--- src/rtl/mtr_duty_ctrl.sv ---
// Motor duty controller: saturates and offsets the signed speed command into PWM duty,
// and trips into shutdown after OVR_LIMIT consecutive PWM periods with qualified over-current.
module mtr_duty_ctrl #(
  parameter int unsigned OVR_LIMIT = 8
) (
  input  logic        clk,
  input  logic        rst_n,
  input  logic [11:0] spd,
  input  logic        PWM_synch,
  input  logic        OVR_I_blank_n,
  input  logic        OVR_I,
  input  logic        clr_fault,
  output logic [10:0] duty,
  output logic        pwm_en,
  output logic        OVR_I_shtdwn,
  output logic [3:0]  ovr_cnt
);

  typedef enum logic [1:0] {
    StRun   = 2'd0,
    StFault = 2'd1,
    StRearm = 2'd2
  } state_e;

  localparam logic [10:0] DutyZero = 11'h400;
  localparam logic [3:0]  Limit    = 4'(OVR_LIMIT);

  state_e      r_state;
  state_e      w_state_nxt;
  logic [10:0] r_duty;
  logic [10:0] w_duty_d;
  logic [3:0]  r_cnt;
  logic [3:0]  w_cnt_d;
  logic        r_seen;
  logic        w_seen_d;

  logic [10:0] w_sat;
  logic [10:0] w_duty_nxt;
  logic        w_seen_any;
  logic [3:0]  w_cnt_inc;

  // Overflow is detected from the sign bit disagreeing with bit 10.
  always_comb begin
    unique case (spd[11:10])
      2'b01:   w_sat = 11'h3FF;
      2'b10:   w_sat = 11'h400;
      default: w_sat = spd[10:0];
    endcase
    w_duty_nxt = w_sat + DutyZero;
  end

  // An event on the PWM_synch clk itself still counts for the closing period.
  assign w_seen_any = r_seen | (OVR_I & OVR_I_blank_n);
  assign w_cnt_inc  = (r_cnt == 4'hF) ? 4'hF : r_cnt + 4'd1;

  always_comb begin
    w_state_nxt = r_state;
    w_duty_d    = r_duty;
    w_cnt_d     = r_cnt;
    w_seen_d    = r_seen;
    case (r_state)
      StRun: begin
        w_seen_d = w_seen_any;
        if (PWM_synch) begin
          w_seen_d = 1'b0;
          w_cnt_d  = w_seen_any ? w_cnt_inc : 4'd0;
          if (w_seen_any && (w_cnt_inc == Limit)) begin
            w_state_nxt = StFault;
            w_cnt_d     = 4'd0;
            w_duty_d    = DutyZero;
          end else begin
            w_duty_d = w_duty_nxt;
          end
        end
      end
      StFault: begin
        w_cnt_d  = 4'd0;
        w_seen_d = 1'b0;
        w_duty_d = DutyZero;
        if (clr_fault) begin
          w_state_nxt = StRearm;
        end
      end
      StRearm: begin
        w_cnt_d  = 4'd0;
        w_seen_d = 1'b0;
        if (PWM_synch) begin
          w_state_nxt = StRun;
          w_duty_d    = w_duty_nxt;
        end
      end
      default: begin
        w_state_nxt = StRun;
        w_duty_d    = DutyZero;
        w_cnt_d     = 4'd0;
        w_seen_d    = 1'b0;
      end
    endcase
  end

  always_ff @(posedge clk) begin
    if (!rst_n) begin
      r_state <= StRun;
      r_duty  <= DutyZero;
      r_cnt   <= 4'd0;
      r_seen  <= 1'b0;
    end else begin
      r_state <= w_state_nxt;
      r_duty  <= w_duty_d;
      r_cnt   <= w_cnt_d;
      r_seen  <= w_seen_d;
    end
  end

  assign duty         = r_duty;
  assign pwm_en       = (r_state == StRun);
  assign OVR_I_shtdwn = (r_state != StRun);
  assign ovr_cnt      = r_cnt;

endmodule

--- config.mk ---
export PLATFORM = sky130hd
export DESIGN_NAME = mtr_duty_ctrl
export DESIGN_NICKNAME = d
export VERILOG_FILES = /design/src/rtl/mtr_duty_ctrl.sv
export SDC_FILE = /design/constraint.sdc
export NUM_CORES = 1
export LEC_CHECK = 0
export BUFFER_PORTS_ARGS = -buffer_cell sky130_fd_sc_hd__buf_4
export CORE_MARGIN = 2
export CORE_UTILIZATION = 42
export DETAILED_ROUTE_END_ITERATION = 12
export HOLD_SLACK_MARGIN = 0.1
export PLACE_DENSITY = 0.8
export SYNTH_ARGS = -nofsm -noshare
export SYNTH_HDL_FRONTEND = slang
export SYNTH_SLANG_ARGS = --single-unit
export TNS_END_PERCENT = 30
--- constraint.sdc ---
create_clock -name clk -period 1.7 [get_ports clk]
set_input_delay 0.17 -clock clk [delete_from_list [all_inputs] [get_ports clk]]
set_output_delay 0.17 -clock clk [all_outputs]
set_load 0.01 [all_outputs]
* After elaboration in Yosys (flattened, before gate mapping)
Index checks and enable logic that the tools add are counted.
** Storage, ports and cells
- Logic and storage cells :: 40
- Register bits after elaboration :: 18
- Bits of input ports :: 18
** Operators by class
- Reduce and logical (&&, ||, !) cells :: 7
- Bitwise gates (word level) :: 4
- Equal/unequal tests :: 10
- Add/subtract/negate cells :: 2
- Multiplexer cells :: 13
** Operators with widths (number)
- $pmux W11 S2 :: 2
- $mux W11 :: 3
- $mux W4 :: 3
- $add A11 B11 Y11 const B :: 1
- $eq A4 B4 Y1 const B :: 2
- $mux W2 :: 4
- $ne A2 B2 Y1 const B :: 3
- $pmux W2 S3 :: 1
- $add A4 B1 Y4 const B :: 1
- $eq A2 B1 Y1 const B :: 2
- $eq A2 B2 Y1 const B :: 2
- $reduce_and A2 Y1 :: 2
- $reduce_and A4 Y1 :: 1
- $reduce_or A3 Y1 :: 1
- $logic_not A2 Y1 :: 1
- $ne A2 B1 Y1 const B :: 1
- $not A1 Y1 :: 2
- $reduce_bool A2 Y1 :: 1
- $and A1 B1 Y1 :: 1
- $logic_and A1 B1 Y1 :: 1
- $or A1 B1 Y1 :: 1

* Depth between registers and ports, before layout
Gate-level depths: netlist (run 1).
- Depth in word-level cells :: 7
- Depth in mapped cells :: 5
- Gate-level depth less buffers :: 5

* Least setup slack after synthesis (run 1)
OpenSTA, ideal clock, no wires.
- Kind :: register to register
- Start point :: register r_cnt[0], in the netlist ovr_cnt[0]
- End point :: register r_duty[9], in the netlist duty[9]
- Arrival time :: 1564 ps
- Setup time :: 117 ps
- Period minus slack after synthesis :: 1681 ps
- Setup slack :: 19 ps
- Data required time :: 1583 ps
- Cell stages (with the launch flop) :: 6
- Buffers on the path :: 0
- Path through :: dfxtp_1 > ha_1 > and4b_4 > a211oi_4 > a21oi_4 > a22o_1
** Between the ends
- Cells in the longest elaborated chain, start to end :: 7
- Elaborated cells on any way between the ends :: 8
** Ends and longest elaborated chain
- from (decl) :: line 32 : logic [3:0] r_cnt;
- from (signal assigned) :: line 110 : r_cnt <= w_cnt_d;
- $add A4 B1 Y4 / $eq A4 B4 Y1 (equally long branches) :: line 54 : assign w_cnt_inc = (r_cnt == 4'hF) ? 4'hF : r_cnt + 4'd1;
- $mux W4 (*) :: line 54
- $eq A4 B4 Y1 (*) :: line 67 : if (w_seen_any && (w_cnt_inc == Limit)) begin
- $logic_and A1 B1 Y1 (*) :: line 67
- $mux W11 (*) :: line 67
- $mux W11 (*) :: line 64 : if (PWM_synch) begin
- $pmux W11 S2 (*) :: line 61 : case (r_state)
- to (signal assigned) :: line 104 : r_duty <= DutyZero;
- to (signal assigned) :: line 109 : r_duty <= w_duty_d;
- to (decl) :: line 30 : logic [10:0] r_duty;
Every way passes the cells marked *; elsewhere a longest branch is shown, timed or not. The select of a mux whose other input is x is not followed.
A chain may end at the register's enable or synchronous reset.

* Worst setup path after layout (run 1)
Same ends and word-level chain as after synthesis.

==> results.yml, run 1 <==
global_route:
  antenna_found_initial: 0
  grt_overflow: 0
  grt_use_total_pct: 17.3
  grt_max_degree: 11
  grt_pass1_vias: 749
  grt_pass1_wl_mm: 3.33
timing:
  min_period_over_period_pct: 94.2
  setup_violations: 0
  fin_setup_tns_ns: 0
  drv_slew: 0
  hold_violations: 0
  rsz0062_at_grt: "false"
  final.min_clock_period_ns: 1.60
  timing.hold.ws_ns: 0.111
  worst_pin_slew_ns: 0.346
  slew_headroom_pct: 76.9
  fin_worst_skew_ns: 0.00790
  maxClockFrequency_mhz: 625
yosys:
  synth_nets: 111
  async_flop_share_pct: 0
  synth.area.top_cells: "dfxtp_1 41%, a22o_1 10%, nand2b_1 8.6%"
  synth_top_area_share_pct: 41.4
  yosys_warnings: 0
  postSynthAreaPerCell_um2: 9.66
  synth_commonest_cells: "18 x dfxtp_1, 12 x nand2b_1, 10 x a22o_1"
  syn_area_um2: 870
  synth-seq-cells: 18
  synth-seq-area-share_pct: 41.4
  synth_most_common_cell: "dfxtp_1"
  yosysTopAreaCell: "dfxtp_1"
  syn_inst: 90
  ys.flop_type: "dfxtp_1"
  synth.distinct_cells: 31
  synth-edff-count: 0
setup_path:
  cp_max_fo: 10
  start_kind: "register"
  cp_slowest_stage_delay_ns: 0.35
  path_cells: "ha_2, nand2b_1, a211oi_4, a21oi_4, a22o_1"
  path_delay_family: "compound AO/OA/AOI/OAI gates"
  r2r-start: "ovr_cnt[0]"
  r2r_end: "duty[9]"
  crit_arrival_ns: 1.79
  rr_worst_depth: 5
  required_ns: 1.89
  cp-end-kind: "register"
  crit_type: "register to register"
  r2r_setup_slack_ns: 0.1
  crit_slowest_cell: "dfxtp_1"
  critPathBufInv: 0
floorplanning:
  start_util_pct: 44.3
  fp.dieH_um: 49.5
  boundaryPins: 35
  rows: 16
  die_w_um: 49.5
  core_mm2: 0.00196
  dieArea_mm2: 0.00245
cts:
  clk_latency_ns: 0.29
  htree_levels: 1
  cts.sinks: 18
  clockBufferDepth: 2
  cts_tree: "done"
  clockRootBuffer: "clkbuf_4"
  numCtsBuffers: 3
  clk_pin_slew_ns: 0.11
placed_design:
  dp_hpwl_mm: 1.47
  io_buffers: 34
  placed_area_mm2: 0.00118
  placed_cells: 152
  routabilityCongestion: 0.893
min_path:
  hold_path.class: "input pin to register"
  hp-start: "PWM_synch"
  hold_depth: 2
  worstHoldEndpoint: "r_seen"
cells_and_area:
  layout-drive-gt1-share_pct: 38.5
  fin_nets: 152
  antennaDiodeCount: 0
  final_area_mm2: 0.00122
  stdcell_count: 157
  area_delta_synth_final_pct: 40.9
  final_util_pct: 62.4
power:
  power.density_mw_per_mm2: 723
  p_leak_nw: 0.552
  ir_drop_mv: 0.357
job:
  maxCapViolations: 0
detailed_routing:
  dr.pass1.iters: 4
  finalWirelength_mm: 1.92
  drc: 0
  dr.first_iter.drc_count: 10
  num_vias: 794
  via_per_inst: 5.06
  drtAntennaViolNets: 0
  routedWlPerCell_um: 12.2
status:
  outcome: "finished, final reports clean"
per-layer routing:
metal	vias up	GRT usage [%]	routed length [µm]
met1	368	23.7	880
met2	19	27.7	958
met3	4	1.21	50
met4	0	8.33	29
met5	-	0	0
li1	403	-	-
how the worst max path moves through the flow:
stage	start	depth (start not counted)	slack (ns)	endpoint
after floorplan	ovr_cnt[0]	5	0.02	duty[9]
after global placement	ovr_cnt[0]	5	0.11	duty[9]
after detailed placement	ovr_cnt[0]	5	0.06	duty[9]
after CTS	ovr_cnt[0]	5	0.03	duty[9]
after global routing	ovr_cnt[0]	5	0.01	duty[9]
final	ovr_cnt[0]	5	0.1	duty[9]
timing repair:
action                     in CTS  in global routing
setup endpoints to repair       0                 10
resized for setup               0                  1
hold buffers                    1                  0
hold endpoints to repair        1                  0
setup buffers                   0                  0
flip-flops by register name, summed over array words and instances, names as in the netlist:
| signal | cells |
|---|---|
| duty | 11 |
| ovr_cnt | 4 |
| r_seen | 1 |
| r_state | 2 |
placed cells by master, fill, tap and decap left out, drive strengths merged, types with 2 or more instances in the layout:
cell type / n
a211oi: 4
a21oi: 6
a22o: 10
a31oi: 2
buf: 38
clkbuf: 4
dfxtp: 18
ha: 3
inv: 4
nand2: 5
nand2b: 12
nand3: 3
nor2: 5
nor3: 2
per-stage QoR:
step | worst slack, ns | total power [mW]
floorplan | 0.0194 | 0.548
global placement | 0.113 | 0.629
detailed placement | 0.0607 | 0.632
CTS | 0.0251 | 0.892
global route | 0.00960 | 0.929
finish | 0.0993 | 0.886
logic make-up (layout without fill, tap and decap cells):
| family | Yosys count | in the layout | share of synthesized area [%] |
|---|---|---|---|
| AND/OR/NAND/NOR | 35 | 35 | 23.9 |
| AO/OA/AOI/OAI | 26 | 26 | 25.9 |
| flip-flops | 18 | 18 | 41.4 |
| buffers and inverters | 7 | 47 | 3.16 |
| adder cells (fa/ha/maj) | 3 | 3 | 4.32 |
| multiplexers | 1 | 1 | 1.29 |
power by group:
part / internal [mW] / switching [mW]
combinational: 0.0946 / 0.0722
sequential: 0.445 / 0.0134
clock: 0.130 / 0.130
layout make-up:
cell class	instances	area [µm²]
timing repair buffer	39	295
multi-input combinational	65	484
fill	184	737
sequential	18	360
inverter	4	15.0
tap	27	33.8
clock buffer	4	36.3
Note: power is estimated with default switching activity, not from simulation.
==> run 2: changes to the inputs <==
Settings changed: GPL_TIMING_DRIVEN set to 0.
==> run 2 against run 1 <==
Net effect:
- register-to-register slack barely moved
- sequential cell count unchanged
- critical path type unchanged
- worst hold slack worse by 0.0022 ns
- clock power is essentially flat
- highest routed layer unchanged
- final area rose by 0.20%
- critical endpoint unchanged
==> results.yml, run 2 (synthesis results as in run 1) <==
power:
  pwr-share-seq_pct: 52.0
  ir_drop_mv: 0.423
  clkPwrFrac_pct: 29.7
  power.density_mw_per_mm2: 717
  total_power_uw: 881
  netSwitchingPower_uw: 217
  p_leak_nw: 0.547
  pwr-share-comb_pct: 18.3
  p_sw_share_pct: 24.6
  p_int_uw: 664
cells_and_area:
  fin_nets: 152
  final_common_cell: "buf_4"
  layout-drive-gt1-share_pct: 39.2
  regArea_um2: 365
  fillers: 184
  multi_input_area_um2: 494
  layout_common_cells: "36 x buf_4, 16 x dfxtp_1, 12 x nand2b_1, 10 x a22o_1"
  largest_reg_flops: 11
  final_area_mm2: 0.00123
  area_delta_synth_final_pct: 41.2
  stdcell_count: 157
  antennaDiodeCount: 0
detailed_routing:
  drc: 0
  drtAntennaViolNets: 0
  via_per_inst: 5.11
  num_vias: 803
  dr.first_iter.drc_count: 8
  finalWirelength_mm: 1.93
  routedWlPerCell_um: 12.3
  dr.pass1.iters: 4
setup_path:
  r2r-start: "ovr_cnt[0]"
  startpoint: "ovr_cnt[0]"
  crit_type: "register to register"
  cp_max_fo: 10
  crit_slowest_cell: "dfxtp_4"
  cp_slowest_stage_delay_ns: 0.41
  crit_arrival_ns: 1.79
  cp-end-kind: "register"
  required_ns: 1.89
  r2r_setup_slack_ns: 0.1
  start_kind: "register"
  path_delay_family: "compound AO/OA/AOI/OAI gates"
  path_cells: "ha_4, nand3b_1, a211oi_4, a21oi_4, a22o_1"
  critPathBufInv: 0
cts:
  numCtsBuffers: 3
  cts.sinks: 18
  clockRootBuffer: "clkbuf_4"
  clk_pin_slew_ns: 0.11
  cts_tree: "done"
  clockBufferDepth: 2
  htree_levels: 1
  postCtsHoldBufs: 0
  clk_latency_ns: 0.29
floorplanning:
  core_mm2: 0.00196
  die_w_um: 49.5
  fp.dieH_um: 49.5
  boundaryPins: 35
  start_util_pct: 44.3
  rows: 16
  dieArea_mm2: 0.00245
timing:
  hold_violations: 0
  fin_worst_skew_ns: 0.00534
  min_period_over_period_pct: 94.1
  setup_violations: 0
  setup_ws_ns: 0.100
  drv_slew: 0
  maxClockFrequency_mhz: 625
  slew_headroom_pct: 68.6
  fin_setup_tns_ns: 0
  rsz0062_at_grt: "false"
  final.min_clock_period_ns: 1.60
  worst_pin_slew_ns: 0.472
status:
  outcome: "finished, final reports clean"
min_path:
  hold_path.class: "input pin to register"
  hp-start: "rst_n"
placed_design:
  placed_area_mm2: 0.00115
  placed_cells: 150
  dp_hpwl_mm: 1.39
  post-place-ws_ns: -0.117
  io_buffers: 33
  routabilityCongestion: 0.852
global_route:
  grt_pass1_wl_mm: 3.35
  grt_overflow: 0
  grt_pass1_vias: 775
  antenna_found_initial: 0
  grt_use_total_pct: 17.6
  grt_max_degree: 11
job:
  maxCapViolations: 0
run 2: cell type report:
cell class | count | area share (%)
inverter | 4 | 1.22
clock buffer | 4 | 2.96
timing repair buffer | 36 | 22.0
tap | 27 | 2.75
multi-input combinational | 65 | 40.3
buffer | 3 | 1.02
sequential | 18 | 29.8
run 2: timing repair:
action,4_1_cts,5_1_grt
endpoints found under the hold margin,0,0
gates resized for setup,2,3
setup buffers,1,2
pin swaps,2,1
setup endpoints to repair,10,13
run 2: path summary, 6_finish.rpt:
| check | end | depth (start not counted) |
|---|---|---|
| max | duty[9] | 5 |
| min | r_state[1] | 2 |
| max reg2reg | duty[9] | 5 |
| min reg2reg | duty[7] | 1 |
run 2: per-layer routing:
layer  share of wire, %  global-route usage [%]  up-vias
met2                 49                    27.7       21
met5                  0                       0        -
li1                   -                       -      403
met3                3.3                    1.52        6
met4                4.0                    12.0        0
met1                 44                    23.0      373
run 2: metrics by stage:
stage	util [%]	hold slack (ns)
after floorplan	-	0.288
after global placement	58.7	0.404
after detailed placement	58.7	0.414
after CTS	61.1	0.103
after global routing	62.6	0.119
final	62.6	0.108
run 2: power groups by stage:
stage               logic (mW)  clock network, mW  registers, mW
CTS                      0.158              0.269          0.459
global placement         0.154                  0          0.467
detailed placement       0.158                  0          0.468
floorplan               0.0714                  0          0.477
finish                   0.161              0.261          0.458
global route             0.178              0.286          0.463
run 2: worst register-to-register path, stage by stage (launching register included):
cell	delay, ns
dfxtp_4	0.41
ha_4	0.17
nand3b_1	0.17
a211oi_4	0.38
a21oi_4	0.15
a22o_1	0.22
==> run 3: changes to the inputs <==
Settings changed: CORE_UTILIZATION 42 to 45, PLACE_DENSITY 0.8 to 0.81.
Clock period 1.7 ns to 2 ns, I/O delays scaled along.
==> run 3 against run 2 <==
Net effect:
- sequential share of layout area rose by 0.65 points
- final cell count fell by 3.2%
- clock skew barely moved
- final area fell by 3.5%
- first-iteration DRC count fell by 63%
- fmax fell by 13%
- routed wire length fell by 1.4%
- highest routed layer unchanged
- clock power fell by 15%
- critical path depth did not move
- register-to-register slack improved by 0.07 ns
- non-clock buffer count fell by 3
==> results.yml, run 3 (synthesis results as in run 1) <==
setup_path:
  crit_slowest_cell: "dfxtp_1"
  cp-end-kind: "register"
  crit_type: "register to register"
  critPathBufInv: 0
  path_cells: "ha_1, and4b_4, a211oi_4, a21oi_4, a22o_1"
  r2r_setup_slack_ns: 0.17
  cp_slowest_stage_delay_ns: 0.46
  crit_arrival_ns: 2.02
  start_kind: "register"
  path_delay_family: "compound AO/OA/AOI/OAI gates"
  cp_max_fo: 10
  required_ns: 2.19
cts:
  htree_levels: 1
  cts_tree: "done"
  clk_latency_ns: 0.29
  cts.sinks: 18
  clockBufferDepth: 2
  clockRootBuffer: "clkbuf_4"
  numCtsBuffers: 3
  cts-resized-gates: 0
  postCtsHoldBufs: 0
  postCtsSetupBuffers: 0
  clk_pin_slew_ns: 0.10
detailed_routing:
  drc: 0
  via_per_inst: 5.22
  drtAntennaViolNets: 0
  num_vias: 794
  dr.pass1.iters: 4
  dr.first_iter.drc_count: 3
  routedWlPerCell_um: 12.5
  finalWirelength_mm: 1.91
cells_and_area:
  largest_reg_flops: 11
  fillers: 168
  layout_common_cells: "33 x buf_4, 18 x dfxtp_1, 12 x nand2b_1, 10 x a22o_1"
  area_delta_synth_final_pct: 36.3
  fin_nets: 149
  antennaDiodeCount: 0
  final_area_mm2: 0.00118
  layout-drive-gt1-share_pct: 35.4
  final_common_cell: "buf_4"
  stdcell_count: 152
floorplanning:
  start_util_pct: 49.3
  rows: 15
  dieArea_mm2: 0.00230
  core_mm2: 0.00176
  fp.dieH_um: 48.0
  die_w_um: 48.0
  boundaryPins: 35
timing:
  drv_slew: 0
  rsz0062_at_grt: "false"
  maxClockFrequency_mhz: 546
  fin_setup_tns_ns: 0
  hold_violations: 0
  fin_worst_skew_ns: 0.00489
  setup_violations: 0
  slew_headroom_pct: 67.2
  min_period_over_period_pct: 91.6
  worst_pin_slew_ns: 0.492
  setup_ws_ns: 0.168
  final.min_clock_period_ns: 1.83
global_route:
  grt_pass1_vias: 724
  antenna_found_initial: 0
  grt_max_degree: 11
  grt_pass1_wl_mm: 3.06
  grt_overflow: 0
  grt_use_total_pct: 18.8
power:
  p_int_uw: 563
  netSwitchingPower_uw: 184
  pwr-share-comb_pct: 18.0
  p_sw_share_pct: 24.7
  ir_drop_mv: 0.438
  p_leak_nw: 0.532
  pwr-share-seq_pct: 52.1
  clkPwrFrac_pct: 29.9
  power.density_mw_per_mm2: 630
placed_design:
  io_buffers: 33
  placed_cells: 148
  dp_hpwl_mm: 1.48
  routabilityCongestion: 0.818
  placed_area_mm2: 0.00115
  post-place-ws_ns: 0.184
status:
  outcome: "finished, final reports clean"
min_path:
  hold_path.class: "input pin to register"
job:
  maxCapViolations: 0
run 3: cell types whose count changed in the layout (fill, tap and decap cells not counted):
| cell | previous run | this run |
|---|---|---|
| buf_4 | 36 | 33 |
| dfxtp_1 | 16 | 18 |
| dfxtp_2 | 1 | 0 |
| dfxtp_4 | 1 | 0 |
| ha_1 | 2 | 3 |
| ha_4 | 1 | 0 |
run 3: cell type report:
class                   instances  area (µm²)  share of cell area (%)
inverters                       4        15.0                    1.27
plain buffers                   3        12.5                    1.06
clock buffers                   4        36.3                    3.06
flip-flops and latches         18         360                    30.4
multi-input cells              65         482                    40.7
repair buffers                 33         248                    20.9
well taps                      25        31.3                    2.64
run 3: power groups by stage:
stage	Sequential, mW	Clock (mW)	Combinational [mW]
after floorplan	0.405	0	0.0607
after global placement	0.397	0	0.130
after detailed placement	0.398	0	0.135
after CTS	0.390	0.225	0.136
after global routing	0.392	0.239	0.150
final	0.389	0.223	0.134
run 3: layer usage:
layer  GRT usage [%]  vias to the layer above  part of all wire, %
li1                -                      396                    -
met4            10.8                        0                  2.7
met3            2.64                        6                  3.5
met5               0                        -                    0
met1            24.0                      373                   43
met2            29.9                       19                   51
run 3: worst paths after layout:
kind / from / to / cells after the start
max: ovr_cnt[0] / duty[9] / 5
min: rst_n / r_state[1] / 2
max reg2reg: ovr_cnt[0] / duty[9] / 5
min reg2reg: duty[3] / duty[3] / 1
run 3: worst reg2reg max path, cell delays in order, from the launching register on:
cell	delay (ns)
dfxtp_1	0.46
ha_1	0.30
and4b_4	0.24
a211oi_4	0.34
a21oi_4	0.16
a22o_1	0.23
run 3: per-stage QoR:
step | hold slack [ns] | util (%) | power (mW)
after global placement | 0.435 | 65.1 | 0.527
after global routing | 0.142 | 67.2 | 0.780
after detailed placement | 0.446 | 65.1 | 0.533
after CTS | 0.138 | 67.2 | 0.750
final | 0.137 | 67.2 | 0.747
after floorplan | 0.318 | - | 0.466
